File: src/rtl/ssy_rr_arbiter_if.sv
// Requester/resource signal bundle for ssy_rr_arbiter.
// The master modport is the arbiter's view; slave is the requester/resource side.
interface ssy_rr_arbiter_if #(
  parameter int N   = 4,
  parameter int IDW = 2
) ();
  logic [N-1:0]   req;
  logic [N-1:0]   gnt;
  logic [IDW-1:0] gnt_id;
  logic           busy;
  logic           res_request;
  logic           res_idle;
  logic           res_granted;
  logic           timeout_err;

  modport master (
    input  req, res_idle, res_granted,
    output gnt, gnt_id, busy, res_request, timeout_err
  );

  modport slave (
    output req, res_idle, res_granted,
    input  gnt, gnt_id, busy, res_request, timeout_err
  );
endinterface

File: src/rtl/ssy_rr_arbiter.sv
// Round-robin arbiter in front of one ssy request/idle/granted resource.
// Optional macro ARB_TIMEOUT_EN adds a WAIT-state timeout with a timeout_err pulse.
module ssy_rr_arbiter #(
  parameter int N           = 4,
  parameter int IDW         = 2,
  parameter int TIMEOUT_CYC = 16
) (
  input  logic             clk,
  input  logic             reset,
  ssy_rr_arbiter_if.master arb
);

  typedef enum logic [1:0] {S_IDLE, S_ISSUE, S_WAIT, S_OWN} state_e;

  state_e         state_q, state_d;
  logic [IDW-1:0] owner_q, owner_d;
  logic [IDW-1:0] last_q, last_d;
  logic [N-1:0]   gnt_q, gnt_d;
  logic           busy_q, busy_d;
  logic           res_request_q, res_request_d;

  logic [IDW-1:0] winner;
  logic           winner_vld;
  logic [IDW-1:0] idx;

`ifdef ARB_TIMEOUT_EN
  localparam int CW = $clog2(TIMEOUT_CYC) + 1;
  logic [CW-1:0] cnt_q, cnt_d;
  logic          timeout_err_q, timeout_err_d;
`endif

  // Search starts just after the previous owner, so it is the last candidate.
  always_comb begin
    winner     = '0;
    winner_vld = 1'b0;
    idx        = '0;
    for (int i = 1; i <= N; i++) begin
      idx = IDW'((int'(last_q) + i) % N);
      if (!winner_vld && arb.req[idx]) begin
        winner     = idx;
        winner_vld = 1'b1;
      end
    end
  end

  // NOTE: every output of this block gets a default first, otherwise a path
  // through the case statement that skips an assignment would infer a latch.
  always_comb begin
    state_d       = state_q;
    owner_d       = owner_q;
    last_d        = last_q;
    gnt_d         = gnt_q;
    busy_d        = busy_q;
    res_request_d = 1'b0;
`ifdef ARB_TIMEOUT_EN
    cnt_d         = (cnt_q == '1) ? cnt_q : cnt_q + 1'b1;
    timeout_err_d = 1'b0;
`endif
    case (state_q)
      S_IDLE: begin
        if (arb.res_idle && winner_vld) begin
          owner_d       = winner;
          busy_d        = 1'b1;
          res_request_d = 1'b1;
          state_d       = S_ISSUE;
`ifdef ARB_TIMEOUT_EN
          cnt_d         = '0;
`endif
        end
      end
      S_ISSUE: state_d = S_WAIT;
      S_WAIT: begin
        if (arb.res_granted) begin
          gnt_d   = N'(1) << owner_q;
          state_d = S_OWN;
        end
`ifdef ARB_TIMEOUT_EN
        else if (cnt_q == CW'(TIMEOUT_CYC - 1)) begin
          // Owner forfeits its turn; it becomes lowest priority next round.
          timeout_err_d = 1'b1;
          busy_d        = 1'b0;
          last_d        = owner_q;
          state_d       = S_IDLE;
        end
`endif
      end
      S_OWN: begin
        if (!arb.req[owner_q]) begin
          gnt_d   = '0;
          busy_d  = 1'b0;
          last_d  = owner_q;
          state_d = S_IDLE;
        end
      end
      default: state_d = S_IDLE;
    endcase
  end

  // NOTE: sequential state uses non-blocking assignments so every flop samples
  // the pre-edge value of its neighbours, independent of statement order.
  always_ff @(posedge clk or posedge reset) begin
    if (reset) begin
      state_q       <= S_IDLE;
      owner_q       <= '0;
      last_q        <= IDW'(N - 1);
      gnt_q         <= '0;
      busy_q        <= 1'b0;
      res_request_q <= 1'b0;
    end else begin
      state_q       <= state_d;
      owner_q       <= owner_d;
      last_q        <= last_d;
      gnt_q         <= gnt_d;
      busy_q        <= busy_d;
      res_request_q <= res_request_d;
    end
  end

`ifdef ARB_TIMEOUT_EN
  always_ff @(posedge clk or posedge reset) begin
    if (reset) begin
      cnt_q         <= '0;
      timeout_err_q <= 1'b0;
    end else begin
      cnt_q         <= cnt_d;
      timeout_err_q <= timeout_err_d;
    end
  end

  assign arb.timeout_err = timeout_err_q;
`else
  assign arb.timeout_err = 1'b0;
`endif

  assign arb.gnt         = gnt_q;
  assign arb.gnt_id      = owner_q;
  assign arb.busy        = busy_q;
  assign arb.res_request = res_request_q;

endmodule

File: src/flat_wrapper.sv
// flat-port wrapper written by rule: the top's interface ports become plain ports
module ssy_rr_arbiter_flat 
#(
  parameter int N           = 4,
  parameter int IDW         = 2,
  parameter int TIMEOUT_CYC = 16
)
  (clk, reset, arb_req, arb_res_idle, arb_res_granted, arb_gnt, arb_gnt_id, arb_busy, arb_res_request, arb_timeout_err);
  ssy_rr_arbiter_if #(.N(N), .IDW(IDW)) arb_i ();
  input  logic clk;
  input  logic reset;
  input wire logic [$bits(arb_i.req)-1:0] arb_req;
  input wire logic [$bits(arb_i.res_idle)-1:0] arb_res_idle;
  input wire logic [$bits(arb_i.res_granted)-1:0] arb_res_granted;
  output wire logic [$bits(arb_i.gnt)-1:0] arb_gnt;
  output wire logic [$bits(arb_i.gnt_id)-1:0] arb_gnt_id;
  output wire logic [$bits(arb_i.busy)-1:0] arb_busy;
  output wire logic [$bits(arb_i.res_request)-1:0] arb_res_request;
  output wire logic [$bits(arb_i.timeout_err)-1:0] arb_timeout_err;
  assign arb_i.req = arb_req;
  assign arb_i.res_idle = arb_res_idle;
  assign arb_i.res_granted = arb_res_granted;
  assign arb_gnt = arb_i.gnt;
  assign arb_gnt_id = arb_i.gnt_id;
  assign arb_busy = arb_i.busy;
  assign arb_res_request = arb_i.res_request;
  assign arb_timeout_err = arb_i.timeout_err;
  ssy_rr_arbiter #(.N(N), .IDW(IDW), .TIMEOUT_CYC(TIMEOUT_CYC)) u_core (.clk(clk), .reset(reset), .arb(arb_i));
endmodule
File: config.mk
export PLATFORM = sky130hd
export DESIGN_NAME = ssy_rr_arbiter_flat
export DESIGN_NICKNAME = d
export VERILOG_FILES = /design/src/rtl/ssy_rr_arbiter_if.sv /design/src/rtl/ssy_rr_arbiter.sv /design/src/flat_wrapper.sv
export SDC_FILE = /design/constraint.sdc
export NUM_CORES = 1
export LEC_CHECK = 0
export CORE_MARGIN = 2
export CORE_UTILIZATION = 30
export CTS_BUF_LIST = sky130_fd_sc_hd__clkbuf_4
export CTS_CLUSTER_SIZE = 16
export DETAILED_ROUTE_END_ITERATION = 7
export PLACE_DENSITY = 0.52
export REMOVE_ABC_BUFFERS = 1
export SLEW_MARGIN = 20
export SYNTH_ARGS = -nofsm -noshare
export SYNTH_HDL_FRONTEND = slang
export SYNTH_SLANG_ARGS = --single-unit
File: constraint.sdc
create_clock -name clk -period 2.8 [get_ports clk]
set_input_delay 0.56 -clock clk [delete_from_list [all_inputs] [get_ports clk]]
set_output_delay 0.56 -clock clk [all_outputs]
set_load 0.02 [all_outputs]
Yosys cells after proc, flatten, opt, wreduce, memory -nomap -nowiden
Cells that the tools add are included.
{"block": "totals", "ff_bits": 12, "latchBits": 0, "ramBits": 0, "rom_bits": 0, "word_cells": 68, "mem_count": 0}
{"block": "op_classes", "add_sub_neg": 4, "n_mul": 0, "n_div": 0, "n_lt_le_gt_ge": 5, "eq_ne": 6, "shifts": 1, "muxes": 30, "bitwise": 1, "reduce_logical": 15}
{"cell": "< comparator 2 x 3 -> 1 bit, second input constant", "count": 5}
{"cell": "two-way mux 2 bit", "count": 7}
{"cell": "two-way mux 1 bit", "count": 13}
{"cell": "binary-select mux 1 bit (select 2 bit)", "count": 5}
{"cell": "AND reduction 3 bit", "count": 3}
{"cell": "two-way mux 4 bit", "count": 2}
{"cell": "case mux 2 bit (4 select lines)", "count": 1}
{"cell": "case mux 4 bit (2 select lines)", "count": 1}
{"cell": "adder 2 x 1 -> 2 bit, second input constant", "count": 2}
{"cell": "adder 2 bit, second input constant", "count": 2}
{"cell": "equality test 2 bit, second input constant", "count": 2}
{"cell": "logical AND 1 bit", "count": 4}
{"cell": "inequality test 2 bit, second input constant", "count": 2}
{"cell": "AND reduction 2 bit", "count": 2}
{"cell": "nonzero test 2 bit", "count": 2}
{"cell": "left shift 1 x 2 -> 4 bit, first input constant", "count": 1}
{"cell": "logical NOT 1 bit", "count": 3}
{"cell": "equality test 2 x 1 -> 1 bit, second input constant", "count": 1}
{"cell": "logical NOT 2 bit", "count": 1}
{"cell": "inequality test 2 x 1 -> 1 bit, second input constant", "count": 1}
{"cell": "case mux 1 bit (2 select lines)", "count": 1}
{"cell": "inverter 1 bit", "count": 1}

Longest topological paths before layout
Gate-level depths: netlist of the first run.
{"block": "depth", "word_depth": 16, "mapped_depth": 6}

Worst setup path after synthesis of the first run
OpenSTA, ideal clock, no wires.
{"block": "synth_path", "path_kind": "reg-to-reg", "from": "register u_core.owner_q[0] (netlist: u_core.arb.gnt_id[0])", "to": "register u_core.state_q[1]", "setup_time_ns": 0.125, "arrival_time_ns": 1.634, "required_time_ns": 2.675, "path_slack_ns": 1.041, "stages_incl_launch_ff": 5, "path_buffers": 0, "period_less_slack_ns": 1.759, "cell_sequence": "dfrtp_1 mux4_2 nand2_2 and3_4 mux2_4"}
{"block": "synth_via", "elab_chain_len": 4}
{"item": "start: declaration", "line": "ssy_rr_arbiter.sv:16", "rtl": "logic [IDW-1:0] owner_q, owner_d;"}
{"item": "start signal: assignment", "line": "ssy_rr_arbiter.sv:111", "rtl": "owner_q <= owner_d;"}
{"item": "binary-select mux 1 bit (select 2 bit)", "line": "ssy_rr_arbiter.sv:88", "rtl": "if (!arb.req[owner_q]) begin"}
{"item": "two-way mux 1 bit (not written as such)", "line": "ssy_rr_arbiter.sv:88"}
{"item": "inequality test 2 bit (no line)"}
{"item": "AND reduction 3 bit (no line)"}
{"item": "end signal: assignment", "line": "ssy_rr_arbiter.sv:110", "rtl": "state_q <= state_d;"}
{"item": "end: declaration", "line": "ssy_rr_arbiter.sv:15", "rtl": "state_e state_q, state_d;"}
Every way passes these cells. The select of a mux whose other input is x is not followed.
A chain may end at the register's enable or synchronous reset.

Worst setup path in the final report of the first run
{"block": "layout_path", "from": "input arb_req[3]", "to": "register u_core.state_q[1]"}
{"block": "layout_via", "elab_chain_len": 15}
{"item": "start: declaration", "line": "flat_wrapper.sv:12", "rtl": "input wire logic [$bits(arb_i.req)-1:0] arb_req;"}
{"item": "binary-select mux 1 bit (select 2 bit)", "line": "ssy_rr_arbiter.sv:39", "rtl": "if (!winner_vld && arb.req[idx]) begin"}
{"item": "two-way mux 1 bit (not written as such)", "line": "ssy_rr_arbiter.sv:39"}
{"item": "two-way mux 1 bit", "line": "ssy_rr_arbiter.sv:39"}
{"item": "logical NOT 1 bit", "line": "ssy_rr_arbiter.sv:39"}
{"item": "logical AND 1 bit", "line": "ssy_rr_arbiter.sv:39"}
{"item": "two-way mux 1 bit", "line": "ssy_rr_arbiter.sv:39"}
{"item": "logical NOT 1 bit", "line": "ssy_rr_arbiter.sv:39"}
{"item": "logical AND 1 bit", "line": "ssy_rr_arbiter.sv:39"}
{"item": "two-way mux 1 bit", "line": "ssy_rr_arbiter.sv:39"}
{"item": "logical NOT 1 bit", "line": "ssy_rr_arbiter.sv:39"}
{"item": "logical AND 1 bit", "line": "ssy_rr_arbiter.sv:39"}
{"item": "two-way mux 1 bit", "line": "ssy_rr_arbiter.sv:39"}
{"item": "logical AND 1 bit", "line": "ssy_rr_arbiter.sv:61", "rtl": "if (arb.res_idle && winner_vld) begin"}
{"item": "inequality test 2 x 1 -> 1 bit (no line)"}
{"item": "AND reduction 3 bit (no line) (*)"}
Mark *: on every way between the ends. The rest lies on a longest branch, timed or not. The select of a mux whose other input is x is not followed.

==> metrics.cfg, run 1 <==
[outcome]
outcome=complete, no violations

[sta]
fin_ws_ns=0.766
rsz0062_at_grt=false
clock_skew_ns=0.000605
finalHoldViolations=0
drv_slew=0
max_freq_mhz=492
setup_tns_ns=0
period_share=0.726
period_minus_slack_ns=2.03
setup-violations-final=0

[clock_network]
post_cts_resized=0
clkTransAtPathRegs_ns=0.07
clkLatencyLatePin_ns=0.27
htree_levels=1
cts_setup_buffers=0
cts_made_buffers=3
clock-sinks=12
root_buffer=clkbuf_4
postCtsHoldBufs=0
cts_tree=yes
cts_buffer_depth=2

[floorplan]
start_util=0.311
rows=17
boundaryPins=17
dieWidth_um=51.4
die_h_um=51.4
coreArea_mm2=0.00217
dieArea_mm2=0.00264

[logic_synthesis]
netlist_area_um2=674
seq_area_frac_synth=0.449
syn_inst=64
yosys.area.top_type=dfrtp_1
yosysWarnings=0
yosys.cell_types.count=31
synth.avg_cell_area_um2=10.5
synth-seq-cells=12
yosysTopAreaCellShare=0.371
synth_area_leaders=dfrtp_1, dfstp_2, ha_1

[worst_setup_path]
worstSetupPathType=in -> reg
worstPathRequired_ns=2.95
worst_setup_path_end_kind=register
cp_max_fo=6
worstSetupStartpointType=primary input
cp.arrival_ns=2.19

[place]
io_buffers=15
post-place-ws_ns=0.484
gp_congestion=0.800
post-dp-hpwl_um=985

[drt]
drtIter0Drc=12
vias_per_cell=4.64
vias=510
drt-total-wl_um=1310
post_drt_wl_per_cell_um=11.9
firstDrtPassIters=4
ant_nets=0
drcViolationCount=0

[global_routing]
antenna_found_initial=0
gr-total-overflow=0
grt.total_usage=0.118
grt_first_pass_wirelength_um=2240
grt_max_degree=13
grt_pass1_vias=510

[final_layout]
multi_input_area_um2=334
seq_area_um2=303
layout_commonest_cell=clkdlybuf4s50_1
n_antenna_cell=0
drive_gt1_frac=0.159
layout_common_cells=clkdlybuf4s50_1, dfrtp_1, inv_1
nets=94
syn_to_final_growth_pct=30.2
fillerInstances=222

[power]
power_density_mw_per_mm2=1100
vdd_drop_max_mv=0.432
p_leak_nw=0.385

[hold_path]
min_path_type=reg -> reg

[flow_run]
maxCapViolCount=0

==> per-stage QoR <==
stage           util  hold slack, ns  cells  area [um2]  power, W
2_1_floorplan      -           0.423     63         667  0.000694
3_3_place_gp   0.393           0.480    106         852  0.000872
3_5_place_dp   0.393           0.482    106         852  0.000871
4_1_cts        0.405           0.500    110         878  0.000986
5_1_grt        0.405           0.519    110         878   0.00105
6_report       0.405           0.496    110         878  0.000969
==> critical path, stage by stage <==
cell	delay, ns
clkdlybuf4s50_1	0.50
mux4_2	0.55
nand2_2	0.11
and3_4	0.18
mux2_4	0.29
==> area by class of cell <==
| type | instances | area share |
|---|---|---|
| Multi-Input combinational cell | 43 | 0.380 |
| Tap cell | 28 | 0.0399 |
| Clock buffer | 3 | 0.0256 |
| Clock inverter | 1 | 0.00427 |
| Sequential cell | 12 | 0.345 |
| Timing Repair Buffer | 15 | 0.171 |
| Inverter | 8 | 0.0342 |
==> synth_stat cells <==
master      n
a211o_1     1
a21oi_1     2
a22o_1      3
a2bb2oi_1   1
a31oi_1     1
and3_4      1
buf_4       1
conb_1      1
dfrtp_1    10
dfstp_2     2
ha_1        3
inv_1       8
mux2_2      2
mux2_4      1
mux2i_1     1
mux4_2      1
nand2_1     5
nand2_2     1
nand2b_1    2
nand4_1     1
nor2_1      4
nor2b_1     1
nor3_1      1
o21a_1      1
o21ai_0     2
o221ai_1    1
o2bb2ai_1   2
o31ai_1     1
o41ai_2     1
or2_2       1
or2b_1      1
==> registers in the layout (all words and copies together), names as in the netlist <==
name / flops
u_core.arb.res_request: 1
u_core.arb.gnt: 4
u_core.arb.gnt_id: 2
u_core.state_q: 2
u_core.last_q: 2
u_core.arb.busy: 1
==> final timing paths <==
kind,depth (start not counted),startpoint,slack [ns],end
setup / recovery,5,arb_req[3],0.77,u_core.state_q[1]$_DFFE_PP0P_
hold / removal,1,u_core.arb.gnt[1]$_DFFE_PP0P_,0.50,u_core.arb.gnt[1]$_DFFE_PP0P_
setup reg to reg,4,u_core.arb.gnt_id[0]$_DFFE_PP0P_,1.08,u_core.state_q[1]$_DFFE_PP0P_
hold reg to reg,1,u_core.arb.gnt[1]$_DFFE_PP0P_,0.50,u_core.arb.gnt[1]$_DFFE_PP0P_
max in group asynchronous,2,reset,1.87,u_core.last_q[0]$_DFFE_PP1P_
min in group asynchronous,2,reset,0.59,u_core.arb.gnt[1]$_DFFE_PP0P_
==> layer usage <==
| layer | global-route usage | vias to the layer above | routed length [um] |
|---|---|---|---|
| met2 | 0.177 | 13 | 606 |
| met3 | 0.0526 | 2 | 61 |
| met5 | 0 | - | 0 |
| li1 | - | 262 | - |
| met4 | 0.0395 | 0 | 10 |
| met1 | 0.149 | 233 | 626 |
==> cells by family after synthesis <==
family          share of synthesized area
mux                                 0.104
other cells                       0.00556
flops                               0.449
fa+ha+maj                          0.0557
compound gates                      0.189
simple gates                        0.141
buf+inv                            0.0557
==> power breakdown <==
group          internal [W]  switching, W  total [W]
Combinational      0.000280      0.000245   0.000525
Clock             0.0000515     0.0000531   0.000105
Sequential         0.000264     0.0000760   0.000340
(Power assumes the default switching activity.)
==> inputs of run 2 (changes only) <==
--- a/config.mk
+++ b/config.mk
@@ -10,7 +10,7 @@
 export CTS_BUF_LIST = sky130_fd_sc_hd__clkbuf_4
 export CTS_CLUSTER_SIZE = 16
 export DETAILED_ROUTE_END_ITERATION = 7
-export PLACE_DENSITY = 0.52
+export PLACE_DENSITY = 0.54
 export REMOVE_ABC_BUFFERS = 1
 export SLEW_MARGIN = 20
 export SYNTH_ARGS = -nofsm -noshare
==> constraint.sdc (replaced) <==
create_clock -name clk -period 1.6 [get_ports clk]
set_input_delay 0.32 -clock clk [delete_from_list [all_inputs] [get_ports clk]]
set_output_delay 0.32 -clock clk [all_outputs]
set_load 0.02 [all_outputs]
==> run 2 against run 1 <==
Net effect: the flow now finishes with violations (negative setup slack); power up 97%; count of clock-buffer cells in the layout unchanged; sequential power up 68%; clock power up 85%; register-to-register slack worse by 1.1 ns; non-clock buffer count up 15; first-iteration DRC count up 8.3%; cell count up 14%; largest cell class unchanged; critical path type is now reg -> reg; critical path depth down 1.
==> metrics.cfg, run 2 (synthesis gave the netlist of run 1 again) <==
[final_layout]
nets=109  ; +16%
n_antenna_cell=0  ; unchanged
layout_common_cells=buf_4, dfrtp_1, inv_1
postLayoutCoreUtil=0.467  ; +0.0623
largest_reg_flops=4  ; unchanged
drive_gt1_frac=0.330  ; +0.171
fillerInstances=221  ; -0.45%
stdcell_count=125  ; +14%
syn_to_final_growth_pct=50.3
layout_commonest_cell=buf_4

[drt]
vias=586  ; +15%
dr_wl_met3_um=91  ; +49%
vias_per_cell=4.69  ; +1.1%
drcViolationCount=0  ; unchanged
wl_met1_um=673  ; +7.5%
drtIter0Drc=13  ; +1
dr_wl_met2_um=706  ; +17%
top_layer=met4
post_drt_wl_per_cell_um=11.9  ; +0.54%
firstDrtPassIters=4  ; unchanged
drt-total-wl_um=1490  ; +14%
ant_nets=0  ; unchanged

[place]
post-dp-hpwl_um=1200  ; +22%
post-place-cells=120  ; +13%
io_buffers=15  ; unchanged
gp_congestion=0.713  ; -11%
post-place-ws_ns=-0.435  ; -0.919 ns

[worst_setup_path]
ff2ff_setup_slack_ns=-0.01  ; -1.09 ns
ff2ff_path_depth=4  ; unchanged
cp.arrival_ns=1.78  ; -0.41 ns
worstSetupStartpointType=register
cp_max_fo=3  ; -3
worstPathRequired_ns=1.76  ; -1.19 ns
regToRegStartpoint=u_core.arb.gnt_id[0]$_DFFE_PP0P_
worstReg2RegEnd=u_core.state_q[1]$_DFFE_PP0P_
worstSetupPathType=reg -> reg
worst_setup_path_end_kind=register

[floorplan]
start_util=0.311  ; unchanged
dieArea_mm2=0.00264  ; unchanged
rows=17  ; unchanged
dieWidth_um=51.4  ; unchanged
die_h_um=51.4  ; unchanged
boundaryPins=17  ; unchanged
coreArea_mm2=0.00217  ; unchanged

[global_routing]
grt_first_pass_wirelength_um=2550  ; +14%
grt_pass1_vias=601  ; +18%
gr-total-overflow=0  ; unchanged
grt_max_degree=13  ; unchanged
antenna_found_initial=0  ; unchanged
grt.total_usage=0.138  ; +0.0204

[clock_network]
clkTransAtPathRegs_ns=0.08  ; about the same
cts_made_buffers=3  ; unchanged
clock-sinks=12  ; unchanged
root_buffer=clkbuf_4
cts_buffer_depth=2  ; unchanged
htree_levels=1  ; unchanged
clkLatencyLatePin_ns=0.27  ; about the same
cts_tree=yes

[power]
p_leak_nw=0.518  ; +35%
vdd_drop_max_mv=0.855  ; +98%
total_power_w=0.00191  ; +97%
power_density_mw_per_mm2=1890  ; +71%

[sta]
setup-violations-final=1  ; +1
period_minus_slack_ns=1.61
rsz0062_at_grt=true
clock_skew_ns=0.00109  ; +0.000486 ns
fin_ws_ns=-0.0132  ; -0.779 ns
period_share=1.01
max_freq_mhz=620
drv_slew=0  ; unchanged
setup_tns_ns=-0.0132  ; -0.0132 ns
finalHoldViolations=0  ; unchanged

[flow_run]
maxCapViolCount=0  ; unchanged

[hold_path]
min_path_type=in -> async

[outcome]
violations=negative setup slack
outcome=finished with violations

-- run 2: cell count changes in the layout (fill, tap and decap cells not counted), moves of 3 or more --
cell             delta
buf_4              +15
clkdlybuf4s50_1     -9
dlygate4sd2_1       +6
dlymetal6s2s_1      +3
-- run 2: layout make-up --
type | instances | area [um2] | area share
Multi-Input combinational cell | 43 | 357 | 0.352
Inverter | 8 | 30.0 | 0.0296
Clock buffer | 3 | 22.5 | 0.0222
Sequential cell | 12 | 303 | 0.299
Timing Repair Buffer | 30 | 263 | 0.259
Tap cell | 28 | 35.0 | 0.0346
Clock inverter | 1 | 3.75 | 0.00370
-- run 2: worst max-delay path by stage --
stage / startpoint / endpoint / slack (ns) / cells after the start
6_report: u_core.arb.gnt_id[0]$_DFFE_PP0P_ / u_core.state_q[1]$_DFFE_PP0P_ / -0.01 / 4
5_1_grt: u_core.arb.gnt_id[0]$_DFFE_PP0P_ / u_core.state_q[1]$_DFFE_PP0P_ / -0.07 / 4
4_1_cts: u_core.arb.gnt_id[0]$_DFFE_PP0P_ / u_core.state_q[1]$_DFFE_PP0P_ / -0.02 / 4
3_5_place_dp: arb_req[1] / u_core.state_q[1]$_DFFE_PP0P_ / -0.44 / 5
3_3_place_gp: arb_req[1] / u_core.state_q[1]$_DFFE_PP0P_ / -0.41 / 5
2_1_floorplan: u_core.arb.gnt_id[0]$_DFFE_PP0P_ / u_core.state_q[1]$_DFFE_PP0P_ / -0.16 / 4
-- run 2: where the power goes --
group	total (W)	switching, W	internal (W)	leakage (nW)
Combinational	0.00115	0.000513	0.000633	0.356
Sequential	0.000572	0.000110	0.000462	0.147
Clock	0.000194	0.000104	0.0000903	0.0154
Total	0.00191	0.000727	0.00119	0.518
-- run 2: through the flow --
step	cell area [um2]	hold slack (ns)
3_5_place_dp	957	0.477
5_1_grt	1010	0.411
2_1_floorplan	667	0.183
6_report	1010	0.356
4_1_cts	995	0.379
3_3_place_gp	957	0.477
-- run 2: repair_timing --
action	4_1_cts	5_1_grt
buffers inserted	1	0
pin swaps	1	2
hold buffers	0	0
resized for setup	7	7
endpoints found under the setup margin	7	9
-- run 2: worst max-delay path: stages (launching register included) --
cell and delay (ns):
dfrtp_1 0.39, mux4_2 0.55, nand2_2 0.10, and3_4 0.18, mux2_4 0.29
-- run 2: routing by layer --
metal	up-vias	global-route usage
met2	18	0.235
met3	2	0.0497
met4	0	0.0526
met5	-	0
met1	275	0.156
li1	291	-
==> inputs of run 3 (changes only) <==
--- a/config.mk
+++ b/config.mk
@@ -12,7 +12,7 @@
 export DETAILED_ROUTE_END_ITERATION = 7
 export PLACE_DENSITY = 0.54
 export REMOVE_ABC_BUFFERS = 1
-export SLEW_MARGIN = 20
+export SLEW_MARGIN = 10
 export SYNTH_ARGS = -nofsm -noshare
 export SYNTH_HDL_FRONTEND = slang
 export SYNTH_SLANG_ARGS = --single-unit
==> results of run 3 <==
Same layout as run 2: the final DEF is identical, and so are final timing and power.
